--- src/rtl/cpu_pkg.sv ---
// cpu_pkg: types and constants shared by the CPU condition/flag logic.
//   cond_e          : the 16 A64 condition codes as carried in a B.cond field
//   FLAG_N..FLAG_C  : bit positions inside a 4-bit NZVC flag nibble
package cpu_pkg;

    typedef enum logic [3:0] {
        COND_EQ = 4'b0000,
        COND_NE = 4'b0001,
        COND_HS = 4'b0010,
        COND_LO = 4'b0011,
        COND_MI = 4'b0100,
        COND_PL = 4'b0101,
        COND_VS = 4'b0110,
        COND_VC = 4'b0111,
        COND_HI = 4'b1000,
        COND_LS = 4'b1001,
        COND_GE = 4'b1010,
        COND_LT = 4'b1011,
        COND_GT = 4'b1100,
        COND_LE = 4'b1101,
        COND_AL = 4'b1110,
        COND_NV = 4'b1111
    } cond_e;

    localparam int unsigned FLAG_N = 3;
    localparam int unsigned FLAG_Z = 2;
    localparam int unsigned FLAG_V = 1;
    localparam int unsigned FLAG_C = 0;

endpackage

--- src/rtl/cond_eval.sv ---
// cond_eval: purely combinational condition-code evaluator.
//   cond  in  4  condition field (cond_e encoding)
//   flags in  4  NZVC flags, [3]=N [2]=Z [1]=V [0]=C
//   true  out 1  condition holds for the given flags
import cpu_pkg::*;

module cond_eval (
    input  logic [3:0] cond,
    input  logic [3:0] flags,
    output logic       true
);

    logic n, z, v, c;

    always_comb begin
        n = flags[FLAG_N];
        z = flags[FLAG_Z];
        v = flags[FLAG_V];
        c = flags[FLAG_C];
    end

    always_comb begin
        true = 1'b0;
        case (cond_e'(cond))
            COND_EQ: true = z;
            COND_NE: true = ~z;
            COND_HS: true = c;
            COND_LO: true = ~c;
            COND_MI: true = n;
            COND_PL: true = ~n;
            COND_VS: true = v;
            COND_VC: true = ~v;
            COND_HI: true = c & ~z;
            COND_LS: true = ~(c & ~z);
            COND_GE: true = (n == v);
            COND_LT: true = (n != v);
            COND_GT: true = ~z & (n == v);
            COND_LE: true = ~(~z & (n == v));
            // NV behaves as AL in A64.
            COND_AL: true = 1'b1;
            COND_NV: true = 1'b1;
            default: true = 1'b0;
        endcase
    end

endmodule

--- src/rtl/cond_branch_unit.sv ---
// cond_branch_unit: architectural NZVC flag register, B.cond resolver with
// EX->ID flag forwarding, and saturating B.cond performance counters.
//   clk, reset      : clock; synchronous active-high reset
//   ex_flags        : NZVC from the EX adder
//   ex_set_flags    : EX instruction valid and flag-setting
//   ex_flush        : EX instruction squashed
//   stall           : pipeline stall, ID/EX held
//   id_is_bcond     : valid B.cond in ID
//   id_cond         : its condition field
//   br_taken        : B.cond in ID is taken (combinational)
//   flags_q         : architectural flag register
//   cnt_bcond       : resolved B.cond count (saturating)
//   cnt_taken       : resolved-taken B.cond count (saturating)
module cond_branch_unit #(
    parameter int unsigned CNT_W = 32
) (
    input  logic             clk,
    input  logic             reset,
    input  logic [3:0]       ex_flags,
    input  logic             ex_set_flags,
    input  logic             ex_flush,
    input  logic             stall,
    input  logic             id_is_bcond,
    input  logic [3:0]       id_cond,
    output logic             br_taken,
    output logic [3:0]       flags_q,
    output logic [CNT_W-1:0] cnt_bcond,
    output logic [CNT_W-1:0] cnt_taken
);

    logic       ex_wr;
    logic [3:0] eff;
    logic       cond_true;

    // A producer still in EX is younger than flags_q, so it wins the bypass.
    always_comb begin
        ex_wr = ex_set_flags & ~ex_flush;
        eff   = ex_wr ? ex_flags : flags_q;
    end

    cond_eval u_cond_eval (
        .cond  (id_cond),
        .flags (eff),
        .true  (cond_true)
    );

    always_comb begin
        br_taken = id_is_bcond & cond_true;
    end

    always_ff @(posedge clk) begin
        if (reset) begin
            flags_q   <= '0;
            cnt_bcond <= '0;
            cnt_taken <= '0;
        end else if (!stall) begin
            if (ex_wr) begin
                flags_q <= ex_flags;
            end
            if (id_is_bcond) begin
                if (cnt_bcond != '1) begin
                    cnt_bcond <= cnt_bcond + CNT_W'(1);
                end
                if (br_taken && (cnt_taken != '1)) begin
                    cnt_taken <= cnt_taken + CNT_W'(1);
                end
            end
        end
    end

endmodule

--- config.mk ---
export PLATFORM = sky130hd
export DESIGN_NAME = cond_branch_unit
export DESIGN_NICKNAME = d
export VERILOG_FILES = /design/src/rtl/cpu_pkg.sv /design/src/rtl/cond_eval.sv /design/src/rtl/cond_branch_unit.sv
export SDC_FILE = /design/constraint.sdc
export NUM_CORES = 1
export LEC_CHECK = 0
export BUFFER_PORTS_ARGS = -buffer_cell sky130_fd_sc_hd__buf_2
export CAP_MARGIN = 0
export CORE_MARGIN = 3
export CORE_UTILIZATION = 53
export CTS_BUF_LIST = sky130_fd_sc_hd__clkbuf_4
export DETAILED_ROUTE_END_ITERATION = 6
export GPL_ROUTABILITY_DRIVEN = 0
export PLACE_DENSITY = 0.79
export SETUP_SLACK_MARGIN = 0.1
export SLEW_MARGIN = 20
export SYNTH_ARGS = -nofsm -noshare
export SYNTH_HDL_FRONTEND = slang
export SYNTH_SLANG_ARGS = --single-unit
--- constraint.sdc ---
create_clock -name clk -period 2.9 [get_ports clk]
set_input_delay 0.435 -clock clk [delete_from_list [all_inputs] [get_ports clk]]
set_output_delay 0.435 -clock clk [all_outputs]
set_load 0.01 [all_outputs]
Word-level counts from Yosys, hierarchy flattened
Cells that the tools add are included.
{ "totals": {"register_bits": 68, "inputBits": 14, "output_inout_bits": 69, "elab_cells": 43} }
{ "op_classes": {"add_sub_neg": 2, "n_eq_ne": 19, "n_mux": 2, "bitwise": 12, "reduce_logical": 5} }
{ "op_table": {"columns": ["operator", "count"], "rows": [
  ["32-bit by 1-bit adder with 32-bit output, second input constant", 2],
  ["32-bit inequality test, second input constant", 2],
  ["4-bit equality test, second input constant", 8],
  ["4-bit by 3-bit equality test with 1-bit output, second input constant", 4],
  ["1-bit case mux with 15 select lines", 1],
  ["4-bit by 2-bit equality test with 1-bit output, second input constant", 2],
  ["1-bit inverter", 8],
  ["3-bit AND reduction", 2],
  ["1-bit bitwise AND", 4],
  ["4-bit by 1-bit equality test with 1-bit output, second input constant", 1],
  ["4-bit logical NOT", 1],
  ["4-bit 2-to-1 mux", 1],
  ["2-bit OR reduction", 1],
  ["1-bit equality test", 1],
  ["1-bit logical AND", 1],
  ["1-bit inequality test", 1]
]} }

Logic depth before layout (Yosys ltp)
{ "logic_depth": {"word_depth": 10, "depth_mapped": 10, "depth_no_buf": 7} }

Cells and area by module
From an unflattened synthesis, not the netlist that was laid out.
{ "hier_totals": {"hier_cells": 452, "hier_area_um2": 3713.6} }
{ "modules_own_cells": {"columns": ["mod", "instances", "cells_each", "area_per_inst_um2", "seq_area_each_um2"], "rows": [
  ["cond_branch_unit", 1, 422, 3528.4, 1361.3],
  ["cond_eval", 1, 30, 185.2, 0.0]
]} }

Least setup slack after synthesis
OpenSTA, ideal clock, no wires.
{ "synth_timing": {"path_kind": "input-to-output", "startpoint": "input ex_set_flags", "endpoint": "output br_taken", "t_arrival_ps": 2178, "required_ps": 2465, "setup_slack_ps": 287, "cell_stages": 7, "n_path_buf": 2, "path_cell_list": "nor2b_2 -> buf_4 -> mux4_2 -> mux2i_1 -> nor4_2 -> clkbuf_1 -> nor2_1"} }
{ "synth_between": {"elab_chain_len": 7, "elab_cells_between_ends": 14} }
{ "synth_lines": {"columns": ["item", "line_no", "text"], "rows": [
  ["from (decl)", "cond_branch_unit.sv:20", "input logic ex_set_flags,"],
  ["1-bit bitwise AND *", "cond_branch_unit.sv:37", "ex_wr = ex_set_flags & ~ex_flush;"],
  ["4-bit 2-to-1 mux *", null, null],
  ["1-bit equality test or 1-bit inverter (tied branches)", null, null],
  ["1-bit bitwise AND (on tied branches)", null, null],
  ["1-bit inverter (on tied branches)", "cond_eval.sv:38, cond_eval.sv:34", null],
  ["1-bit case mux with 15 select lines *", "cond_eval.sv:24", "case (cond_e'(cond))"],
  ["1-bit bitwise AND *", "cond_branch_unit.sv:48", "br_taken = id_is_bcond & cond_true;"],
  ["to (decl)", "cond_branch_unit.sv:25", "output logic br_taken,"]
]} }
Mark *: on every way between the ends. The rest lies on a longest branch, timed or not.

Worst setup path in the final report
{ "layout_timing": {"startpoint": "register flags_q[3]", "endpoint": "output br_taken"} }
{ "layout_between": {"elab_chain_len": 6, "elab_cells_between_ends": 8} }
{ "layout_lines": {"columns": ["item", "line_no", "text"], "rows": [
  ["from (decl)", "cond_branch_unit.sv:26", "output logic [3:0] flags_q,"],
  ["from (signal assigned)", "cond_branch_unit.sv:58", "flags_q <= ex_flags;"],
  ["4-bit 2-to-1 mux *", null, null],
  ["1-bit equality test", "cond_eval.sv:35, cond_eval.sv:37, cond_eval.sv:38", null],
  ["1-bit bitwise AND", "cond_eval.sv:37, cond_eval.sv:38", null],
  ["1-bit inverter", "cond_eval.sv:38", "COND_LE: true = ~(~z & (n == v));"],
  ["1-bit case mux with 15 select lines *", "cond_eval.sv:24", null],
  ["1-bit bitwise AND *", "cond_branch_unit.sv:48", null]
]} }
Marked as above.

==> out/results.ini <==
[logic_synthesis]
synth.top_cell.area_share = 0.378
syn_inst = 452
yosysSeqAreaShare = 0.378
synth.avg_cell_area_um2 = 7.98
synth_edf_count = 0
yosysWarnings = 0
syn-cell-area_um2 = 3600
ys_types = 46
ys.flop_type = dfxtp_1
synth_nets = 468
async_flop_share = 0
synth_top_cell_by_area = dfxtp_1
ys_ff_latch = 68
ys_top_cells_by_area = dfxtp_1 38%, nor2_1 6.6%, xnor2_1 5.1%

[pwr]
internal_power_mw = 1.23
switching_share = 0.257
cellPowerDensity_nw_per_um2 = 396
clkPwrFrac = 0.339
p_switching_mw = 0.427
pwr-share-comb = 0.091
p_leak_nw = 1.58
ir_drop_uv = 299
sequentialPowerShare = 0.570

[global_routing]
grt_use_total = 0.229
grt_pass1_wl_um = 14500
grt_overflow = 0
grt_max_degree = 62
antenna_found_initial = 0
first_global_vias = 3268

[timing]
slew_headroom = 0.563
rsz0062_at_grt = false
slew_viol_final = 0
fin_tns_setup_ns = 0
setup_ws_ns = 0.286
fin_skew_ns = 0.0124
min_period_ns = 2.61
finalSetupViolations = 0
hold_viol_final = 0
period_share = 0.901
fmax_mhz = 383
worst_pin_slew_ns = 0.649

[flow_run]
cap_violations = 0

[floorplanning]
die_width_um = 88.5
dieArea_um2 = 7830
dieHeight_um = 88.5
initial_core_util = 0.558
core_area_um2 = 6460
ios = 83
core.rowCount = 29

[setup_path]
crit-reg2reg-launch = cnt_taken[5]
path_buf_inv = 1
critPathLaunch = flags_q[3]
critPathLaunchType = register
slowest_stage = mux4_2
crit_family = multiplexers
end_kind = output pin
path_cells = xnor2_1 -> and2_1 -> mux4_2 -> mux2i_1 -> nor4_4 -> nor2_1 -> buf_2
cp_max_fo = 4
cp_data_arrival_time_ns = 2.18
cp.required_ns = 2.47
path_class = register to output pin
cp_slowest_stage_delay_ns = 0.46

[layout]
diodes = 0
final_nets = 545
area_growth_pct = 16.3
drive_gt1_frac = 0.203
final_util = 0.649

[min_path]
hold_start = ex_flags[2]
min_path_type = input port to register

[clock_network]
ctsHoldBuffers = 0
cts.clk_slew.worst_paths_ns = 0.10
cts.repair.resized = 0
clock_latency_ns = 0.41
cts_sinks = 68
cts_root_buf = clkbuf_4
cts_tree = yes
htreeDepth = 3
numCtsBuffers = 9
cts.path.max_buffers = 2

[drt]
drtPass1Iterations = 4
drtIter0Drc = 265
antenna_left = 0
via_per_inst = 5.91
post_drt_wl_per_cell_um = 14.2
vias = 3601
drc = 0
totalWireLength_um = 8640

[placed_design]
dp_slack_ns = 0.179
dp_hpwl_um = 6100
io_buffer_count = 82

[status]
outcome = finished clean

-- final timing paths --
check / end / slack, ns / depth (start not counted)
min reg2reg: cnt_taken[24] / 0.51 / 2
min: flags_q[2] / 0.30 / 3
max: br_taken / 0.29 / 7
max reg2reg: cnt_taken[3] / 0.34 / 7
-- flip-flops by register name, summed over array words and instances, names as in the netlist --
name	count
cnt_bcond	32
cnt_taken	32
flags_q	4
-- per-stage QoR --
step	cell area, um2	std cells	power [mW]	hold slack [ns]
finish	4190	609	1.66	0.301
global route	4190	609	1.73	0.286
CTS	4190	609	1.67	0.274
detailed placement	4080	595	1.11	0.497
global placement	4080	595	1.11	0.481
floorplan	3600	452	1.07	0.508
-- power by group through the flow --
| stage | registers [mW] | clock network, mW | logic [mW] |
|---|---|---|---|
| floorplan | 0.967 | 0 | 0.102 |
| global placement | 0.966 | 0 | 0.145 |
| detailed placement | 0.966 | 0 | 0.149 |
| CTS | 0.945 | 0.580 | 0.149 |
| global route | 0.946 | 0.614 | 0.165 |
| finish | 0.945 | 0.563 | 0.151 |
-- worst reg2reg max path, stage by stage (launching register included) --
cell,delay [ns]
dfxtp_1,0.45
nand4_1,0.18
nor2_1,0.27
nand3_1,0.18
or4_4,0.58
nand2_1,0.39
nor3_1,0.11
mux2_2,0.29
-- cells in the mapped netlist, types with 7 or more instances --
master,n
or4_1,19
nand4_1,24
a21oi_1,34
nand2_1,32
or3_1,13
nor2_1,63
nor3_1,10
dfxtp_1,68
and3_1,12
clkbuf_1,14
o31ai_1,19
xor2_1,12
inv_1,12
mux2i_1,7
nand3_1,24
o21ai_0,12
xnor2_1,21
-- repair_timing --
item,4_1_cts,5_1_grt
hold endpoints to repair,0,0
setup endpoints to repair,0,1
buffers inserted,0,0
-- metal layers --
layer | track usage | wire (um) | vias to the layer above
met5 | 0 | 0 | -
met4 | 0.0687 | 94 | 0
met3 | 0.0596 | 447 | 9
met2 | 0.399 | 4270 | 96
met1 | 0.276 | 3830 | 1702
li1 | - | - | 1794
-- cells in the final DEF, fill, tap and decap left out, types with 2 or more instances in the layout --
| master | n |
|---|---|
| buf_4 | 7 |
| clkinv_1 | 4 |
| and3_1 | 12 |
| nand4_1 | 24 |
| inv_1 | 12 |
| or3_1 | 13 |
| dfxtp_1 | 68 |
| or4_1 | 19 |
| o21ai_0 | 12 |
| nor2b_1 | 5 |
| a21oi_1 | 34 |
| ha_1 | 2 |
| o31ai_1 | 19 |
| a31oi_1 | 2 |
| o31a_1 | 2 |
| and2_1 | 4 |
| and4_1 | 5 |
| nor2_1 | 63 |
| mux2i_1 | 7 |
| clkbuf_4 | 9 |
| xor2_1 | 12 |
| nand2b_1 | 4 |
| buf_2 | 82 |
| nand3_1 | 24 |
| nor4_1 | 5 |
| xnor2_1 | 21 |
| o211ai_1 | 2 |
| nand2_1 | 32 |
| nor3_1 | 10 |
-- cell type report --
cell class	count	area (um2)
tap	77	96.3
timing repair buffer	90	483
multi-input combinational	348	2100
sequential	68	1360
clock buffer	9	67.6
clock inverter	5	45.0
inverter	12	45.0
fill	561	2260
-- cells by family after synthesis --
kind of cell | after synthesis | share of synthesized area
compound gates | 75 | 0.125
xor+xnor | 33 | 0.0802
fa+ha+maj | 2 | 0.00694
buf+inv | 36 | 0.0434
flops | 68 | 0.378
mux | 10 | 0.0319
simple gates | 228 | 0.335
No activity file was read; power rests on OpenSTA's default activity.
